**src/rtl/unified_mem_arbiter.sv**
```systemverilog
// unified_mem_arbiter
//   Shares one single-port unified memory between the IF-stage fetch port and
//   the MEM-stage data port. Data requests win arbitration unless a waiting
//   fetch has been passed over STARVE_MAX times in a row. Each access is
//   sequenced IDLE -> ISSUE -> WAIT -> RESP (stores skip WAIT), and per-port
//   stall signals are fed back to the pipeline hazard logic.
//
// Ports
//   clk_i, rst_i           clock (rising edge), synchronous active-high reset
//   if_req_i, if_addr_i    fetch request / address (req held until ack)
//   if_ack_o, if_rdata_o   fetch completion pulse / registered instruction
//   if_stall_o             fetch stall (req & ~ack, forced 0 in reset)
//   dm_req_i, dm_we_i      data request / store select (req held until ack)
//   dm_addr_i, dm_wdata_i  data address / store data
//   dm_ack_o, dm_rdata_o   data completion pulse / registered load data
//   dm_stall_o             data stall (req & ~ack, forced 0 in reset)
//   mem_en_o, mem_we_o     memory strobe (one cycle per access) / write enable
//   mem_addr_o, mem_wdata_o memory address / write data, zero outside ISSUE
//   mem_rdata_i            memory read data, valid MEM_LAT cycles after mem_en_o
//   busy_o                 arbiter is not idle

module unified_mem_arbiter #(
  parameter int ADDR_W     = 32,
  parameter int DATA_W     = 32,
  parameter int MEM_LAT    = 2,
  parameter int STARVE_MAX = 4
) (
  input  logic              clk_i,
  input  logic              rst_i,
  input  logic              if_req_i,
  input  logic [ADDR_W-1:0] if_addr_i,
  output logic              if_ack_o,
  output logic [DATA_W-1:0] if_rdata_o,
  output logic              if_stall_o,
  input  logic              dm_req_i,
  input  logic              dm_we_i,
  input  logic [ADDR_W-1:0] dm_addr_i,
  input  logic [DATA_W-1:0] dm_wdata_i,
  output logic              dm_ack_o,
  output logic [DATA_W-1:0] dm_rdata_o,
  output logic              dm_stall_o,
  output logic              mem_en_o,
  output logic              mem_we_o,
  output logic [ADDR_W-1:0] mem_addr_o,
  output logic [DATA_W-1:0] mem_wdata_o,
  input  logic [DATA_W-1:0] mem_rdata_i,
  output logic              busy_o
);

  localparam int CNT_W = $clog2(MEM_LAT + 1);
  localparam int STV_W = $clog2(STARVE_MAX + 1);

  typedef enum logic [1:0] {
    IDLE  = 2'd0,
    ISSUE = 2'd1,
    WAIT  = 2'd2,
    RESP  = 2'd3
  } state_t;

  state_t            state_q, state_d;
  logic              grant_any;
  logic              grant_fetch;
  logic              owner_fetch_q;
  logic              we_q;
  logic [ADDR_W-1:0] addr_q;
  logic [DATA_W-1:0] wdata_q;
  logic [CNT_W-1:0]  wait_q;
  logic [STV_W-1:0]  starve_q;
  logic [DATA_W-1:0] if_rdata_q;
  logic [DATA_W-1:0] dm_rdata_q;
  logic              rdata_hit;

  // The read word is on mem_rdata_i in the last WAIT cycle (ISSUE + MEM_LAT).
  assign rdata_hit = (state_q == WAIT) && (wait_q == CNT_W'(MEM_LAT));

  // State register.
  always_ff @(posedge clk_i) begin
    if (rst_i) begin
      state_q <= IDLE;
    end else begin
      state_q <= state_d;
    end
  end

  // Next-state and arbitration. Requests are only looked at in IDLE; data
  // wins a tie unless the fetch port has already been passed over
  // STARVE_MAX times in a row.
  always_comb begin
    state_d     = state_q;
    grant_any   = 1'b0;
    grant_fetch = 1'b0;
    case (state_q)
      IDLE: begin
        if (if_req_i || dm_req_i) begin
          grant_any   = 1'b1;
          grant_fetch = if_req_i && (!dm_req_i || (starve_q == STV_W'(STARVE_MAX)));
          state_d     = ISSUE;
        end
      end
      ISSUE:   state_d = we_q ? RESP : WAIT;
      WAIT:    state_d = rdata_hit ? RESP : WAIT;
      RESP:    state_d = IDLE;
      default: state_d = IDLE;
    endcase
  end

  // Access context, latency counter, starvation counter and the two read
  // data registers. The context is frozen at grant time so later changes on
  // the request ports cannot disturb an access in flight.
  always_ff @(posedge clk_i) begin
    if (rst_i) begin
      owner_fetch_q <= 1'b0;
      we_q          <= 1'b0;
      addr_q        <= '0;
      wdata_q       <= '0;
      wait_q        <= '0;
      starve_q      <= '0;
      if_rdata_q    <= '0;
      dm_rdata_q    <= '0;
    end else begin
      if (grant_any) begin
        owner_fetch_q <= grant_fetch;
        we_q          <= grant_fetch ? 1'b0 : dm_we_i;
        addr_q        <= grant_fetch ? if_addr_i : dm_addr_i;
        wdata_q       <= grant_fetch ? '0 : dm_wdata_i;
        if (grant_fetch || !if_req_i) begin
          starve_q <= '0;
        end else if (starve_q != STV_W'(STARVE_MAX)) begin
          starve_q <= starve_q + STV_W'(1);
        end
      end

      if (state_q == ISSUE) begin
        wait_q <= CNT_W'(1);
      end else if (state_q == WAIT) begin
        wait_q <= wait_q + CNT_W'(1);
      end else begin
        wait_q <= '0;
      end

      if (rdata_hit) begin
        if (owner_fetch_q) begin
          if_rdata_q <= mem_rdata_i;
        end else begin
          dm_rdata_q <= mem_rdata_i;
        end
      end
    end
  end

  // Outputs decode from registered state only, except the stalls, which
  // must follow the request lines combinationally.
  assign if_ack_o    = (state_q == RESP) && owner_fetch_q;
  assign dm_ack_o    = (state_q == RESP) && !owner_fetch_q;
  assign if_stall_o  = if_req_i && !if_ack_o && !rst_i;
  assign dm_stall_o  = dm_req_i && !dm_ack_o && !rst_i;
  assign mem_en_o    = (state_q == ISSUE);
  assign mem_we_o    = mem_en_o && we_q;
  assign mem_addr_o  = mem_en_o ? addr_q : '0;
  assign mem_wdata_o = mem_en_o ? wdata_q : '0;
  assign if_rdata_o  = if_rdata_q;
  assign dm_rdata_o  = dm_rdata_q;
  assign busy_o      = (state_q != IDLE);

endmodule

```
**config.mk**
```make
export PLATFORM = sky130hd
export DESIGN_NAME = unified_mem_arbiter
export DESIGN_NICKNAME = d
export VERILOG_FILES = /design/src/rtl/unified_mem_arbiter.sv
export SDC_FILE = /design/constraint.sdc
export NUM_CORES = 1
export LEC_CHECK = 0
export CAP_MARGIN = 10
export CORE_MARGIN = 10
export CORE_UTILIZATION = 35
export DETAILED_ROUTE_END_ITERATION = 10
export PLACE_DENSITY_LB_ADDON = 0.15
export SLEW_MARGIN = 10
export SYNTH_ARGS = -nofsm -noshare
export SYNTH_HDL_FRONTEND = slang
export SYNTH_SLANG_ARGS = --single-unit
```
**constraint.sdc**
```tcl
create_clock -name clk_i -period 1.65 [get_ports clk_i]
set_input_delay 0.165 -clock clk_i [delete_from_list [all_inputs] [get_ports clk_i]]
set_output_delay 0.165 -clock clk_i [all_outputs]
set_load 0.02 [all_outputs]
```
==> results.cfg, run 1 <==
[clock_tree]
h-tree-depth = 4
clkSinkCount = 137
cts_tree = yes
cts-root-buf = clkbuf_16
ctsHoldBuffers = 0
clock_latency_ns = 0.42
cts.reportedPaths.clkPinSlew_ns = 0.06
cts_buffers = 17
cts_buffer_depth = 2

[route]
drt_iter0_drc = 264
drc_errors = 0
ant_nets = 0
num_vias = 6456
drt-total-wl_microns = 24130
firstDrtPassIters = 4
wire_per_inst_microns = 19.18
routed_via_density = 5.132

[worst_setup_path]
cp_slowest_stage_delay_ns = 0.35
rr_endpoint = addr_q[30]
end_kind = primary output
cp_num_buf_inv = 4
r2r_cells = 8
r2r_setup_slack_ns = 0.01
crit_fanout = 7
critPathLaunchType = flop
arrival_ns = 1.55
path_class = flop to primary output
r2r_start = state_q[1]
crit_chain = inv_2 -> ha_4 -> buf_6 -> buf_6 -> and2_4 -> buf_6
required_ns = 1.48
path_delay_family = buffers and inverters
crit_top_cell = buf_6
slowest_stage = dfxtp_2

[synth]
yosysMostFrequentCell = nand2_1
synth_top_area_share_pct = 45.39
synth_edf_count = 0
synth_seq_cells = 137
avgSynthCellArea_sq_um = 8.099
syn_area_sq_um = 6042
synthFlopType = dfxtp_1
yosysSeqAreaShare_pct = 45.39
yosysWarnings = 0
async_flop_share_pct = 0
ys_top_cells_by_count = 165 x nand2_1, 137 x dfxtp_1, 100 x a21oi_1
yosys-top-cells-area = dfxtp_1 45%, nand2_1 10%, a21oi_1 8.3%, and2_1 6.8%, a41oi_1 4.6%
synth_fp_nets = 887
synth_largest_area_cell = dfxtp_1
synth_cell_type_count = 32
synthCells = 746

[grt]
antenna_found_initial = 0
grt_pass1_vias = 6081
grt_overflow_total = 0
grt_max_degree = 105
grt_util_all_layers_pct = 18.96
grt_pass1_wl_microns = 34310

[power_and_ir_drop]
ir_drop_mv = 0.7470
p_seq_share_pct = 30.6
p_per_area_nw_per_um2 = 1232
netSwitchingPower_mw = 4.343
switching_share_pct = 33.45
clock_power_share_pct = 27.8
p_comb_share_pct = 41.6
p_int_mw = 8.640
p_leak_nw = 3.914
p_total_mw = 12.98

[timing]
max_freq_mhz = 583.8
slew_headroom_pct = 63.37
finalSetupTns_ns = -0.6659
setup_viol = 52
worst_slew_pin_slew_ns = 0.5494
grt_setup_unrepaired = yes
slew_viol_final = 0
final-hold-violation-count = 0
min_period_over_period_pct = 103.8
setup_slack_ns = -0.06292
post-route-min-period_ns = 1.713
fin_skew_ns = 0.01120

[min_path]
hold_start = rst_i
hold_class = input pin to flop
hold_end = wdata_q[5]
holdPathStages = 3

[layout]
area_delta_synth_final_pct = 74.47
fillers = 1449
drive_gt1_share_pct = 23.80
diodes = 0
nets = 1166
multi_input_area_sq_um = 3209
seqCellArea_sq_um = 2745

[die]
core_area_sq_um = 16760
start_util_pct = 36.05
fp-row-count = 47
ios = 268
fp.dieArea_sq_um = 22920
dieWidth_microns = 151.4
dieHeight_microns = 151.4

[placement]
gp_congestion = 0.7603
hpwl_microns = 15360
io_buffer_count = 267

[outcome]
violations = negative setup slack
status = complete, but fails checks

[flow_run]
maxCapViolations = 0
[state kept, by name, indices dropped and copies added, names as in the netlist]
name,flops
we_q,1
addr_q,32
if_rdata_o,32
owner_fetch_q,1
state_q,2
dm_rdata_o,32
wait_q,2
starve_q,3
wdata_q,32
[stage by stage]
stage | hold WS (ns) | instances | utilization (%) | setup WS (ns) | cell area (sq um)
global route | 0.3086 | 1258 | 62.90 | -0.1131 | 10540
floorplan | 0.3010 | 746 | - | 0.03735 | 6042
finish | 0.3048 | 1258 | 62.90 | -0.06292 | 10540
detailed placement | 0.4425 | 1203 | 54.48 | -0.1788 | 9130
CTS | 0.3003 | 1242 | 59.18 | -0.1166 | 9918
global placement | 0.4390 | 1203 | 54.48 | -0.1458 | 9130
[power groups by stage]
| stage | Clock, mW | Combinational [mW] | Sequential, mW |
|---|---|---|---|
| floorplan | 0 | 2.21 | 3.94 |
| global placement | 0 | 3.85 | 4.00 |
| detailed placement | 0 | 3.88 | 4.01 |
| CTS | 3.68 | 4.42 | 3.96 |
| global route | 3.82 | 5.76 | 4.02 |
| finish | 3.61 | 5.40 | 3.98 |
[worst min-delay path, stage by stage]
cell	delay, ns
buf_4	0.14
buf_4	0.25
a21oi_2	0.13
[routing by layer]
layer  vias up  GRT usage (%)  part of all wire, %
li1       3157              -                    -
met1      3061          23.21                   41
met2       207          30.55                   48
met3        31          7.041                  8.6
met4         0          5.197                  1.8
met5         -              0                    0
[logic make-up (layout without fill, tap and decap cells)]
| logic type | Yosys count | in the layout | synth area share [%] |
|---|---|---|---|
| fa+ha+maj | 8 | 8 | 1.657 |
| mux | 1 | 1 | 0.1657 |
| compound gates | 238 | 238 | 25.08 |
| flops | 137 | 137 | 45.39 |
| buf+inv | 82 | 374 | 6.771 |
| simple gates | 280 | 280 | 20.94 |
[worst max-delay path by stage]
stage	start	endpoint	slack (ns)	cells past startpoint
floorplan	state_q[1]	mem_addr_o[10]	0.04	5
global placement	if_req_i	if_stall_o	-0.15	3
detailed placement	state_q[1]	mem_wdata_o[19]	-0.18	5
CTS	state_q[1]	mem_addr_o[4]	-0.12	6
global route	state_q[1]	mem_wdata_o[28]	-0.11	6
finish	state_q[1]	mem_wdata_o[28]	-0.06	6
[final cells by class]
type                       count  area share, %
multi-input combinational    527          30.45
inverter                       6         0.2136
tap                          220          2.611
timing repair buffer         336          35.42
clock inverter                13          1.163
sequential                   137          26.04
clock buffer                  19          4.107
[layout by cell type (no fill, tap or decap), types with 6 or more instances in the layout]
master / instances
nand2_1: 161
a21oi_1: 95
and2_4: 39
nor2_1: 36
a41oi_1: 27
dfxtp_1: 135
and2_1: 27
o211ai_1: 34
buf_12: 19
clkbuf_16: 27
clkinv_4: 6
o21ai_0: 30
clkdlybuf4s50_1: 195
a211oi_1: 29
buf_6: 72
buf_4: 34
[repair_timing]
| action | 4_1_cts | 5_1_grt |
|---|---|---|
| gates cloned | 4 | 13 |
| gates resized for setup | 423 | 90 |
| endpoints found under the setup margin | 109 | 144 |
| setup buffers | 3 | 4 |
| pin swaps | 2 | 48 |
| hold endpoints to repair | 0 | 0 |
No activity file was read; power rests on OpenSTA's default activity.
==> run 2: changes to the inputs <==
--- a/config.mk
+++ b/config.mk
@@ -7,7 +7,7 @@
 export LEC_CHECK = 0
 export CAP_MARGIN = 10
 export CORE_MARGIN = 10
-export CORE_UTILIZATION = 35
+export CORE_UTILIZATION = 40
 export DETAILED_ROUTE_END_ITERATION = 10
 export PLACE_DENSITY_LB_ADDON = 0.15
 export SLEW_MARGIN = 10
==> results.cfg, run 2 (synthesized netlist as in run 1, its figures left out) <==
[outcome]
status = complete, but fails checks
violations = negative setup slack

[layout]
nets = 1167
drive_gt1_share_pct = 23.48
final_common_cell = clkdlybuf4s50_1
final_cell_mix = 195 x clkdlybuf4s50_1, 160 x nand2_1, 135 x dfxtp_1, 86 x a21oi_1, 74 x buf_6
seqCellArea_sq_um = 2748
diodes = 0
fillers = 1115
area_delta_synth_final_pct = 76.21
multi_input_area_sq_um = 3213

[grt]
grt_overflow_total = 0
grt_pass1_wl_microns = 33100
antenna_found_initial = 0
grt_pass1_vias = 5950
grt_max_degree = 138
grt_util_all_layers_pct = 20.21

[die]
fp-row-count = 44
ios = 268
start_util_pct = 41.26
fp.dieArea_sq_um = 20420
dieWidth_microns = 142.9
core_area_sq_um = 14640
dieHeight_microns = 142.9

[min_path]
hold_class = input pin to flop

[placement]
gp_congestion = 0.7919
io_buffer_count = 267
hpwl_microns = 14990
post-place-ws_ns = -0.1385

[timing]
finalSetupTns_ns = -1.427
fin_skew_ns = 0.008782
min_period_over_period_pct = 104.8
grt_setup_unrepaired = yes
worst_slew_pin_slew_ns = 0.6956
setup_viol = 42
max_freq_mhz = 578.3
slew_viol_final = 0
setup_slack_ns = -0.07925
post-route-min-period_ns = 1.729
final-hold-violation-count = 0
hold_ws_ns = 0.3196
slew_headroom_pct = 53.63

[worst_setup_path]
cp.depth = 5
r2r_start = state_q[1]
required_ns = 1.48
cp_num_buf_inv = 3
rr_endpoint = wdata_q[3]
r2r_setup_slack_ns = -0.02
crit_path_end = mem_addr_o[0]
crit_chain = inv_2 -> ha_4 -> buf_12 -> and2_1 -> buf_4
path_class = flop to primary output
critPathLaunchType = flop
arrival_ns = 1.56
critPathLaunch = state_q[1]
path_delay_family = buffers and inverters
r2r_cells = 8
slowest_stage = dfxtp_2
crit_fanout = 31
cp_slowest_stage_delay_ns = 0.33
end_kind = primary output

[clock_tree]
cts_buffer_depth = 2
cts_tree = yes
ctsHoldBuffers = 0
clkSinkCount = 137
clock_latency_ns = 0.42
h-tree-depth = 4
cts_buffers = 17
cts-root-buf = clkbuf_16
cts.reportedPaths.clkPinSlew_ns = 0.06

[route]
drc_errors = 0
drt_iter0_drc = 355
ant_nets = 0
firstDrtPassIters = 5
routed_via_density = 5.365
num_vias = 6562
wire_per_inst_microns = 20.10
drt-total-wl_microns = 24590

[power_and_ir_drop]
p_per_area_nw_per_um2 = 1267
ir_drop_mv = 0.7875
p_leak_nw = 3.957
netSwitchingPower_mw = 4.495
p_comb_share_pct = 42.1
switching_share_pct = 33.33
clock_power_share_pct = 28.3
p_seq_share_pct = 29.6
p_int_mw = 8.990

[flow_run]
maxCapViolations = 0
-- run 2: what timing repair did --
action                     in CTS  in global routing
setup endpoints to repair     107                196
pin swaps                       2                 52
cloned                          2                 23
buffers inserted                2                  4
gates resized for setup       404                109
-- run 2: layout make-up --
type | count | share of cell area (%)
flip-flops and latches | 137 | 25.81
inverters | 6 | 0.2115
clock buffers | 18 | 4.031
repair buffers | 335 | 36.11
clock inverters | 14 | 1.493
multi-input cells | 529 | 30.18
well taps | 184 | 2.162
-- run 2: how the worst min path moves through the flow --
stage / slack, ns / endpoint / depth (start not counted) / start
after CTS: 0.30 / addr_q[29] / 3 / dm_addr_i[29]
after detailed placement: 0.44 / wdata_q[26] / 2 / wdata_q[26]
after global placement: 0.44 / wdata_q[31] / 2 / wdata_q[31]
after global routing: 0.31 / addr_q[27] / 3 / dm_addr_i[27]
final: 0.32 / addr_q[27] / 3 / dm_addr_i[27]
after floorplan: 0.30 / dm_rdata_o[0] / 2 / mem_rdata_i[0]
-- run 2: power by group through the flow --
stage | Combinational, mW | Sequential (mW) | Clock (mW)
after floorplan | 2.21 | 3.94 | 0
after global placement | 3.85 | 4.02 | 0
after detailed placement | 3.88 | 4.02 | 0
after CTS | 4.20 | 3.96 | 3.86
after global routing | 5.99 | 4.04 | 4.04
final | 5.68 | 3.99 | 3.82
-- run 2: worst reg2reg max path, stage by stage (launching register included) --
cell and delay, ns:
dfxtp_2 0.33, inv_2 0.07, buf_4 0.12, ha_4 0.17, buf_12 0.15, nand2_4 0.12, buf_16 0.18, o211ai_1 0.28
a21oi_2 0.10
-- run 2: stage by stage --
| stage | utilization (%) | cell area [sq um] | power, mW | instances |
|---|---|---|---|---|
| after global placement | 62.06 | 9087 | 7.871 | 1160 |
| after detailed placement | 62.06 | 9087 | 7.894 | 1160 |
| final | 72.70 | 10650 | 13.49 | 1223 |
| after floorplan | - | 6042 | 6.150 | 746 |
| after CTS | 66.87 | 9792 | 12.01 | 1196 |
| after global routing | 72.70 | 10650 | 14.07 | 1223 |
-- run 2: per-layer routing --
layer / up-vias / global-route usage (%) / wire length (microns)
li1: 3159 / - / -
met1: 3119 / 24.32 / 9888
met2: 258 / 32.97 / 12200
met3: 26 / 7.197 / 2059
met4: 0 / 6.460 / 436
met5: - / 0 / 0
